**src/rtl/fifo_pkg.sv**
```systemverilog
// Shared constants and elaboration-time helpers for the fifo_flags block.
package fifo_pkg;

  localparam int DEF_WIDTH = 8;
  localparam int DEF_DEPTH = 256;

  // Smallest n with 2**n >= v; usable in constant expressions.
  function automatic int clog2(input int v);
    int r;
    r = 0;
    for (int i = 0; i < 31; i++)
      if ((1 << i) < v) r = i + 1;
    return r;
  endfunction

  // Legal configurations: DEPTH a power of two and at least 4,
  // and the almost-empty threshold strictly below almost-full.
  function automatic bit params_ok(input int width, input int depth,
                                   input int af, input int ae);
    return (width >= 1) && (depth >= 4) && ((depth & (depth - 1)) == 0) &&
           (ae < af) && (af <= depth);
  endfunction

endpackage

```
**src/rtl/fifo_ram.sv**
```systemverilog
// Simple dual-port WIDTH x DEPTH storage; read port is either a
// combinational look at the head entry or a register loaded on read.
module fifo_ram
  import fifo_pkg::*;
#(
  parameter int WIDTH     = DEF_WIDTH,
  parameter int DEPTH     = DEF_DEPTH,
  parameter int AW        = clog2(DEPTH),
  parameter bit SHOWAHEAD = 1'b1
) (
  input  logic             clk,
  input  logic             reset_n,
  input  logic             we,
  input  logic [AW-1:0]    waddr,
  input  logic [WIDTH-1:0] wdata,
  input  logic             re,
  input  logic [AW-1:0]    raddr,
  output logic [WIDTH-1:0] rdata
);

  logic [WIDTH-1:0] mem [DEPTH];

  // Storage is not reset; only written entries are ever observed.
  always_ff @(posedge clk) begin
    if (we) mem[waddr] <= wdata;
  end

  if (SHOWAHEAD) begin : g_showahead
    logic unused_rd;
    assign unused_rd = re ^ reset_n;
    assign rdata = mem[raddr];
  end else begin : g_registered
    logic [WIDTH-1:0] rdata_q;
    // Capture the popped word; the read sees the pre-edge contents even
    // when a write to the same address happens on this edge.
    always_ff @(posedge clk or negedge reset_n) begin
      if (!reset_n)  rdata_q <= '0;
      else if (re)   rdata_q <= mem[raddr];
    end
    assign rdata = rdata_q;
  end

endmodule

```
**src/rtl/fifo_flags.sv**
```systemverilog
// Single-clock FIFO with registered status flags, occupancy count,
// sticky overflow/underflow and synchronous flush.
module fifo_flags
  import fifo_pkg::*;
#(
  parameter int WIDTH     = DEF_WIDTH,
  parameter int DEPTH     = DEF_DEPTH,
  parameter int AF_LEVEL  = DEPTH - 4,
  parameter int AE_LEVEL  = 4,
  parameter bit SHOWAHEAD = 1'b1,
  localparam int AW       = clog2(DEPTH)
) (
  input  logic             clk,
  input  logic             reset_n,
  input  logic             flush,
  input  logic             push,
  input  logic [WIDTH-1:0] din,
  input  logic             pop,
  input  logic             err_clr,
  output logic [WIDTH-1:0] dout,
  output logic             full,
  output logic             almost_full,
  output logic             empty,
  output logic             almost_empty,
  output logic [AW:0]      count,
  output logic             overflow,
  output logic             underflow
);

  if (!params_ok(WIDTH, DEPTH, AF_LEVEL, AE_LEVEL)) begin : g_bad_params
    $error("fifo_flags: illegal WIDTH/DEPTH/AF_LEVEL/AE_LEVEL combination");
  end

  localparam logic [AW:0] DEPTH_C = (AW+1)'(DEPTH);
  localparam logic [AW:0] AF_C    = (AW+1)'(AF_LEVEL);
  localparam logic [AW:0] AE_C    = (AW+1)'(AE_LEVEL);

  logic [AW-1:0] waddr_q, raddr_q;
  logic [AW:0]   cnt_q, cnt_nxt;
  logic          full_q, afull_q, empty_q, aempty_q, ovf_q, unf_q;
  logic          pop_ok, push_ok, wr_en, rd_en, ovf_ev, unf_ev;

  // Acceptance uses only registered flags, so no push/pop -> flag path.
  assign pop_ok  = pop && !empty_q;
  assign push_ok = push && (!full_q || pop_ok);
  assign wr_en   = push_ok && !flush;
  assign rd_en   = pop_ok && !flush;
  assign ovf_ev  = push && !push_ok && !flush;
  assign unf_ev  = pop && empty_q && !flush;
  assign cnt_nxt = flush ? '0 : cnt_q + (AW+1)'(wr_en) - (AW+1)'(rd_en);

  // Pointers, count and flags; flags derive from the next count so they
  // line up with count in the same cycle.
  always_ff @(posedge clk or negedge reset_n) begin
    if (!reset_n) begin
      waddr_q  <= '0;
      raddr_q  <= '0;
      cnt_q    <= '0;
      full_q   <= 1'b0;
      afull_q  <= 1'b0;
      empty_q  <= 1'b1;
      aempty_q <= 1'b1;
    end else begin
      waddr_q  <= flush ? '0 : waddr_q + AW'(wr_en);
      raddr_q  <= flush ? '0 : raddr_q + AW'(rd_en);
      cnt_q    <= cnt_nxt;
      full_q   <= (cnt_nxt == DEPTH_C);
      afull_q  <= (cnt_nxt >= AF_C);
      empty_q  <= (cnt_nxt == '0);
      aempty_q <= (cnt_nxt <= AE_C);
    end
  end

  // Sticky errors: a same-cycle event overrides err_clr; flush keeps them.
  always_ff @(posedge clk or negedge reset_n) begin
    if (!reset_n) begin
      ovf_q <= 1'b0;
      unf_q <= 1'b0;
    end else begin
      ovf_q <= ovf_ev | (ovf_q & ~err_clr);
      unf_q <= unf_ev | (unf_q & ~err_clr);
    end
  end

  fifo_ram #(
    .WIDTH     (WIDTH),
    .DEPTH     (DEPTH),
    .AW        (AW),
    .SHOWAHEAD (SHOWAHEAD)
  ) u_ram (
    .clk     (clk),
    .reset_n (reset_n),
    .we      (wr_en),
    .waddr   (waddr_q),
    .wdata   (din),
    .re      (rd_en),
    .raddr   (raddr_q),
    .rdata   (dout)
  );

  assign full         = full_q;
  assign almost_full  = afull_q;
  assign empty        = empty_q;
  assign almost_empty = aempty_q;
  assign count        = cnt_q;
  assign overflow     = ovf_q;
  assign underflow    = unf_q;

endmodule

```
**config.mk**
```make
export PLATFORM = sky130hd
export DESIGN_NAME = fifo_flags
export DESIGN_NICKNAME = d
export VERILOG_FILES = /design/src/rtl/fifo_pkg.sv /design/src/rtl/fifo_ram.sv /design/src/rtl/fifo_flags.sv
export SDC_FILE = /design/constraint.sdc
export NUM_CORES = 2
export LEC_CHECK = 0
export BUFFER_PORTS_ARGS = -buffer_cell sky130_fd_sc_hd__buf_2
export CAP_MARGIN = 20
export CORE_AREA = 2 2 429 431
export CTS_CLUSTER_SIZE = 40
export DETAILED_ROUTE_END_ITERATION = 10
export DIE_AREA = 0 0 431 433
export PLACE_DENSITY = 0.65
export SYNTH_ARGS = -nofsm -noshare
export SYNTH_HDL_FRONTEND = slang
export SYNTH_SLANG_ARGS = --single-unit
```
**constraint.sdc**
```tcl
create_clock -name clk -period 3.3 [get_ports clk]
set_input_delay 0.165 -clock clk [delete_from_list [all_inputs] [get_ports clk]]
set_output_delay 0.165 -clock clk [all_outputs]
set_load 0.05 [all_outputs]
```
# Yosys cells after proc, flatten, opt, wreduce, memory -nomap -nowiden
# Memory sizes are Yosys's and may differ from the RTL's.
# Cells that the tools add are included.
op_classes:
  n_addsub: 4
  n_mux: 5
  magnitude_cmp: 2
  n_reduce_logical: 14
  eq_ne: 1
  bitwise_logic: 5
ops:
  columns: ["operator", "n"]
  rows:
  - ["$add A8 B1 Y8", 2]
  - ["$mux W8", 2]
  - ["$add A9 B1 Y9", 1]
  - ["$eq A9 B9 Y1 const B", 1]
  - ["$ge A9 B8 Y1 const B", 1]
  - ["$le A9 B3 Y1 const B", 1]
  - ["$logic_not A9 Y1", 1]
  - ["$mux W9", 1]
  - ["$sub A9 B1 Y9", 1]
  - ["$logic_and A1 B1 Y1", 8]
  - ["$logic_not A1 Y1", 4]
  - ["$and A1 B1 Y1", 2]
  - ["$mux W1", 2]
  - ["$or A1 B1 Y1", 2]
  - ["$logic_or A1 B1 Y1", 1]
  - ["$not A1 Y1", 1]
word_totals:
  output_inout_bits: 23
  in_bits: 14
  memories: 1
  elab_cells: 41
  ramBits: 2048
  register_bits: 31
mem_list:
  columns: ["name", "words", "width", "rd", "rd_ports_with_merged_regs", "write_ports", "line", "source"]
  rows:
  - ["u_ram.mem", 256, 8, 1, 0, 1, "fifo_ram.sv:21", "logic [WIDTH-1:0] mem [DEPTH];"]

# Depth between registers and ports, before layout
logic_depth:
  ltp_word: 9
  ltp_mapped: 15
  ltp_nobuf: 15

# By module
# A second synthesis with hierarchy kept.
hier_totals:
  cells_unflattened: 3895
  hier_area_um2: 81184.1
modules_own_cells:
  columns: ["module", "instances", "cells_each", "area_per_inst_um2"]
  rows:
  - ["fifo_ram", 1, 3725, 79396.1]
  - ["fifo_flags", 1, 170, 1788.0]

# Worst setup path after synthesis
# OpenSTA, ideal clock, no wires.
synth_path:
  kind: "reg-to-output"
  startpoint: "register raddr_q[0]"
  endpoint: "output dout[2]"
  path_stages_with_launch: 13
  t_arrival_ns: 3.412
  path_buffers: 6
  required_time_ns: 3.135
  path_slack_ns: -0.277
  path_cell_list: "dfrtp_1 buf_6 buf_12 buf_12 buf_12 buf_12 buf_8 mux2i_1 o221ai_1 a21oi_1 nor3_1 nor3_1 nor4_1"
synth_via:
  elab_chain_len: 1
synth_rtl:
  columns: ["item", "line", "source"]
  rows:
  - ["start: declaration", "fifo_flags.sv:38", "logic [AW-1:0] waddr_q, raddr_q;"]
  - ["start signal: assignment", "fifo_flags.sv:65", "raddr_q <= flush ? '0 : raddr_q + AW'(rd_en);"]
  - ["$mem_v2 Z256 W8", null, null]
  - ["end: declaration", "fifo_flags.sv:20", "output logic [WIDTH-1:0] dout,"]
# Every way passes these cells.

# Worst setup path in the final report
layout_path:
  startpoint: "register raddr_q[0]"
  endpoint: "output dout[7]"
# Same word-level chain as after synthesis.

==> flow_summary_export.csv <==
group,metric,value,unit
clock_network,root_buffer,"clkbuf_16",
sta,finalWorstSetupSlack,-0.877,ns
floorplan,rows,157,
place,dp_cells,6627,
worst_setup_path,critPathLaunchType,"flip-flop",
clock_network,clock_latency,0.86,ns
synthesis,syn_inst,3816,
global_route,grt_use_met1,31.1,%
sta,fin_crit,4.18,ns
worst_setup_path,cp_top_family,"multiplexers",
floorplan,die_w,431,um
global_route,grt_max_degree,124,
worst_setup_path,crit_path_end_kind,"output pin",
status,violations,"negative setup slack",
synthesis,synth_warnings,0,
clock_network,clkTransAtPathRegs,0.07,ns
synthesis,synth_largest_area_cell,"edfxtp_1",
detailed_routing,wl_per_cell,29.3,um
synthesis,synth_ff_type,"edfxtp_1",
place,routabilityCongestion,0.855,
synthesis,synth_edf_count,2048,
power,peakVddDrop,0.669,mV
synthesis,synth_top_area_share,75.6,%
layout,regArea,62300,um2
power,cellPowerDensity,591,nW/um2
global_route,grt_use_total,22.0,%
detailed_routing,first_pass_iters,5,
layout,final_cell_area,97400,um2
clock_network,cts_tree,"built",
worst_setup_path,required,3.13,ns
sta,rsz0062_at_grt,"true",
synthesis,async_flop_share,1.49,%
worst_setup_path,crit_path_top_delay_cell,"mux4_2",
sta,setup-tns-final,-6.52,ns
global_route,grt_pass1_wl,296000,um
layout,syn_to_final_growth,19.6,%
worst_setup_path,worst-path-buf-inv,5,
global_route,antenna_found_initial,0,
power,leakage,31.3,nW
worst_setup_path,cp_max_fo,22,
place,place_area,88700,um2
global_route,use_met2,35.1,%
sta,max_slew.worst_pin.slew,1.11,ns
global_route,overflow,0,
layout,multi_input_area,18300,um2
clock_network,cts_max_level,4,
floorplan,die_h,433,um
global_route,first_global_vias,41600,
layout,nets,4554,
layout,drive_gt1_share,34.7,%
global_route,grt.busiest_layer,"met2",
worst_setup_path,critPathMaxStageDelay,0.53,ns
clock_network,clock_path_buffers,3,
synthesis,seq_area_frac_synth,76.5,%
clock_network,cts.sinks,2079,
detailed_routing,ant_nets,0,
clock_network,cts_buffers,203,
synthesis,netlist_top_cells_area,"edfxtp_1, mux4_2, mux2i_1, nor2_1, o221ai_1",
synthesis,postSynthAreaPerCell,21.3,um2
detailed_routing,num_vias,42000,
sta,final_max_slew_viol_count,0,
status,status,"finished, violations left",
worst_hold_path,hp-class,"in -> reg",
synthesis,synth_nets,3844,
synthesis,ys_ff_latch,2079,
power,power,57.6,mW
sta,skew,0.0424,ns
flow_run,max-cap-violations,0,
worst_setup_path,crit_type,"reg -> out",
worst_setup_path,arrival,4.01,ns
global_route,use_met3,4.05,%
place,hpwlAfterDp,129000,um
layout,stdcell_count,7085,
place,port-buffer-count,36,
sta,fmax,239,MHz
worst_setup_path,path_cells,"buf_12 > buf_16 > buf_12 > buf_4 > mux4_2 > mux4_2 > a22oi_2 > nand2_1 > and3b_2 > buf_8",
detailed_routing,drtIter0Drc,5248,
sta,max_slew_margin,26.1,%
synthesis,synth_area,81400,um2
sta,hold_viol_final,0,
layout,fin_util,53.5,%
synthesis,synth_cell_types,63,
sta,fin_crit_sh,127,%
detailed_routing,drcViolationCount,0,
floorplan,die_area,187000,um2
layout,n_fill_cell,13700,
floorplan,initial_core_util,44.7,%
floorplan,core_region_area,182000,um2
detailed_routing,wl,207000,um
floorplan,pin_count,37,
detailed_routing,via_per_inst,5.93,
sta,setup_violations,8,
synthesized netlist by cell type, drive strengths merged, types with 3 or more instances:
library cell and number:
edfxtp 2048, nand2 73, nand2b 6, a211o 6, o31ai 10, a22oi 10
o21ai 4, nor2b 14, a211oi 14, inv 19, xnor2 6, a31oi 8
nor2 287, mux4 482, mux2i 219, and3 4, nand3 16, o221ai 84
a21oi 53, a21o 6, and2 5, nor4 15, or2 5, nor3 35
nand4 3, o22ai 61, ha 13, or3 9, clkbuf 91, xor2 14
a22o 5, dfrtp 29, a2111oi 4, buf 134
placed cells by master (no fill, tap or decap), types with 7 or more instances in the layout:
cell | synthesis | layout
edfxtp_1 | 2048 | 2048
buf_4 | 23 | 570
mux4_2 | 473 | 475
nor2_1 | 287 | 286
clkbuf_16 | 0 | 213
mux2i_1 | 219 | 212
buf_12 | 13 | 66
o221ai_1 | 83 | 60
o22ai_1 | 61 | 57
a21oi_1 | 53 | 50
clkinv_1 | 1 | 49
nand2_1 | 73 | 48
clkbuf_1 | 91 | 40
clkinv_2 | 0 | 37
dfrtp_1 | 29 | 26
bufinv_16 | 0 | 26
nand2_2 | 0 | 24
o221ai_2 | 1 | 23
buf_6 | 27 | 21
buf_2 | 41 | 20
inv_1 | 19 | 18
nor3_1 | 34 | 18
nand3_1 | 16 | 15
dlygate4sd3_1 | 0 | 15
xor2_1 | 14 | 14
buf_8 | 11 | 14
nor3_2 | 1 | 13
nor2b_1 | 14 | 13
ha_1 | 13 | 13
buf_16 | 0 | 12
a22oi_1 | 10 | 8
clkinvlp_4 | 0 | 8
or3_1 | 9 | 7
nor4_2 | 0 | 7
mux4_1 | 9 | 7
sequential cells by signal (all words and copies together), names as in the netlist:
| name | flops |
|---|---|
| full | 1 |
| overflow | 1 |
| almost_full | 1 |
| underflow | 1 |
| waddr_q | 8 |
| empty | 1 |
| count | 9 |
| almost_empty | 1 |
| raddr_q | 8 |
| u_ram.mem | 2048 |
metrics by stage:
step / hold slack [ns] / setup slack [ns]
after global routing: 0.0652 / -0.956
after floorplan: -0.131 / 0.0176
after global placement: 0.287 / -0.417
after detailed placement: 0.293 / -0.407
after CTS: 0.0383 / -0.942
final: 0.0520 / -0.877
layout make-up:
class / count / area share, %
antenna: 1 / 0.00257
multi-input combinational: 1491 / 18.8
timing repair buffer: 731 / 7.10
inverter: 20 / 0.0848
tap: 2385 / 3.07
clock buffer: 244 / 5.40
sequential: 2079 / 64.0
clock inverter: 134 / 1.53
routing by layer:
layer / share of wire (%) / wire (um)
met3: 8.4 / 17500
met1: 40 / 83600
met2: 49 / 101000
met4: 2.7 / 5570
met5: 0 / 0
logic make-up after synthesis:
family,share of synthesized area (%)
AO/OA/AOI/OAI,2.49
XOR/XNOR,0.215
adder cells (fa/ha/maj),0.224
buffers and inverters,1.97
flip-flops,76.5
multiplexers,16.1
AND/OR/NAND/NOR,2.48
report_power, final:
group          switching, mW  internal (mW)  total, mW
Clock                   9.92           13.4       23.3
Sequential            0.0554           29.1       29.1
Combinational           2.70           2.39       5.08
path summary, 6_finish.rpt:
| kind | startpoint | end | slack (ns) | depth (start not counted) |
|---|---|---|---|---|
| min in group asynchronous | reset_n | empty$_DFF_PN1_ | 0.40 | 3 |
| worst min register to register | waddr_q[5]$_DFF_PN0_ | waddr_q[5]$_DFF_PN0_ | 0.60 | 2 |
| max in group asynchronous | reset_n | raddr_q[3]$_DFF_PN0_ | 2.66 | 4 |
| worst max-delay path | raddr_q[0]$_DFF_PN0_ | dout[7] | -0.88 | 10 |
| worst max register to register | empty$_DFF_PN1_ | almost_empty$_DFF_PN1_ | 0.15 | 14 |
| worst min-delay path | din[4] | u_ram.mem[16][4]$_DFFE_PP_ | 0.05 | 1 |
timing repair:
action                                 4_1_cts  5_1_grt
setup endpoints to repair                   11       13
endpoints found under the hold margin      518        0
cloned                                       4        9
hold buffers                                16        0
resized for setup                           96      114
setup buffers                               24       34
pin swaps                                   21       38
No activity file was read; power rests on OpenSTA's default activity.
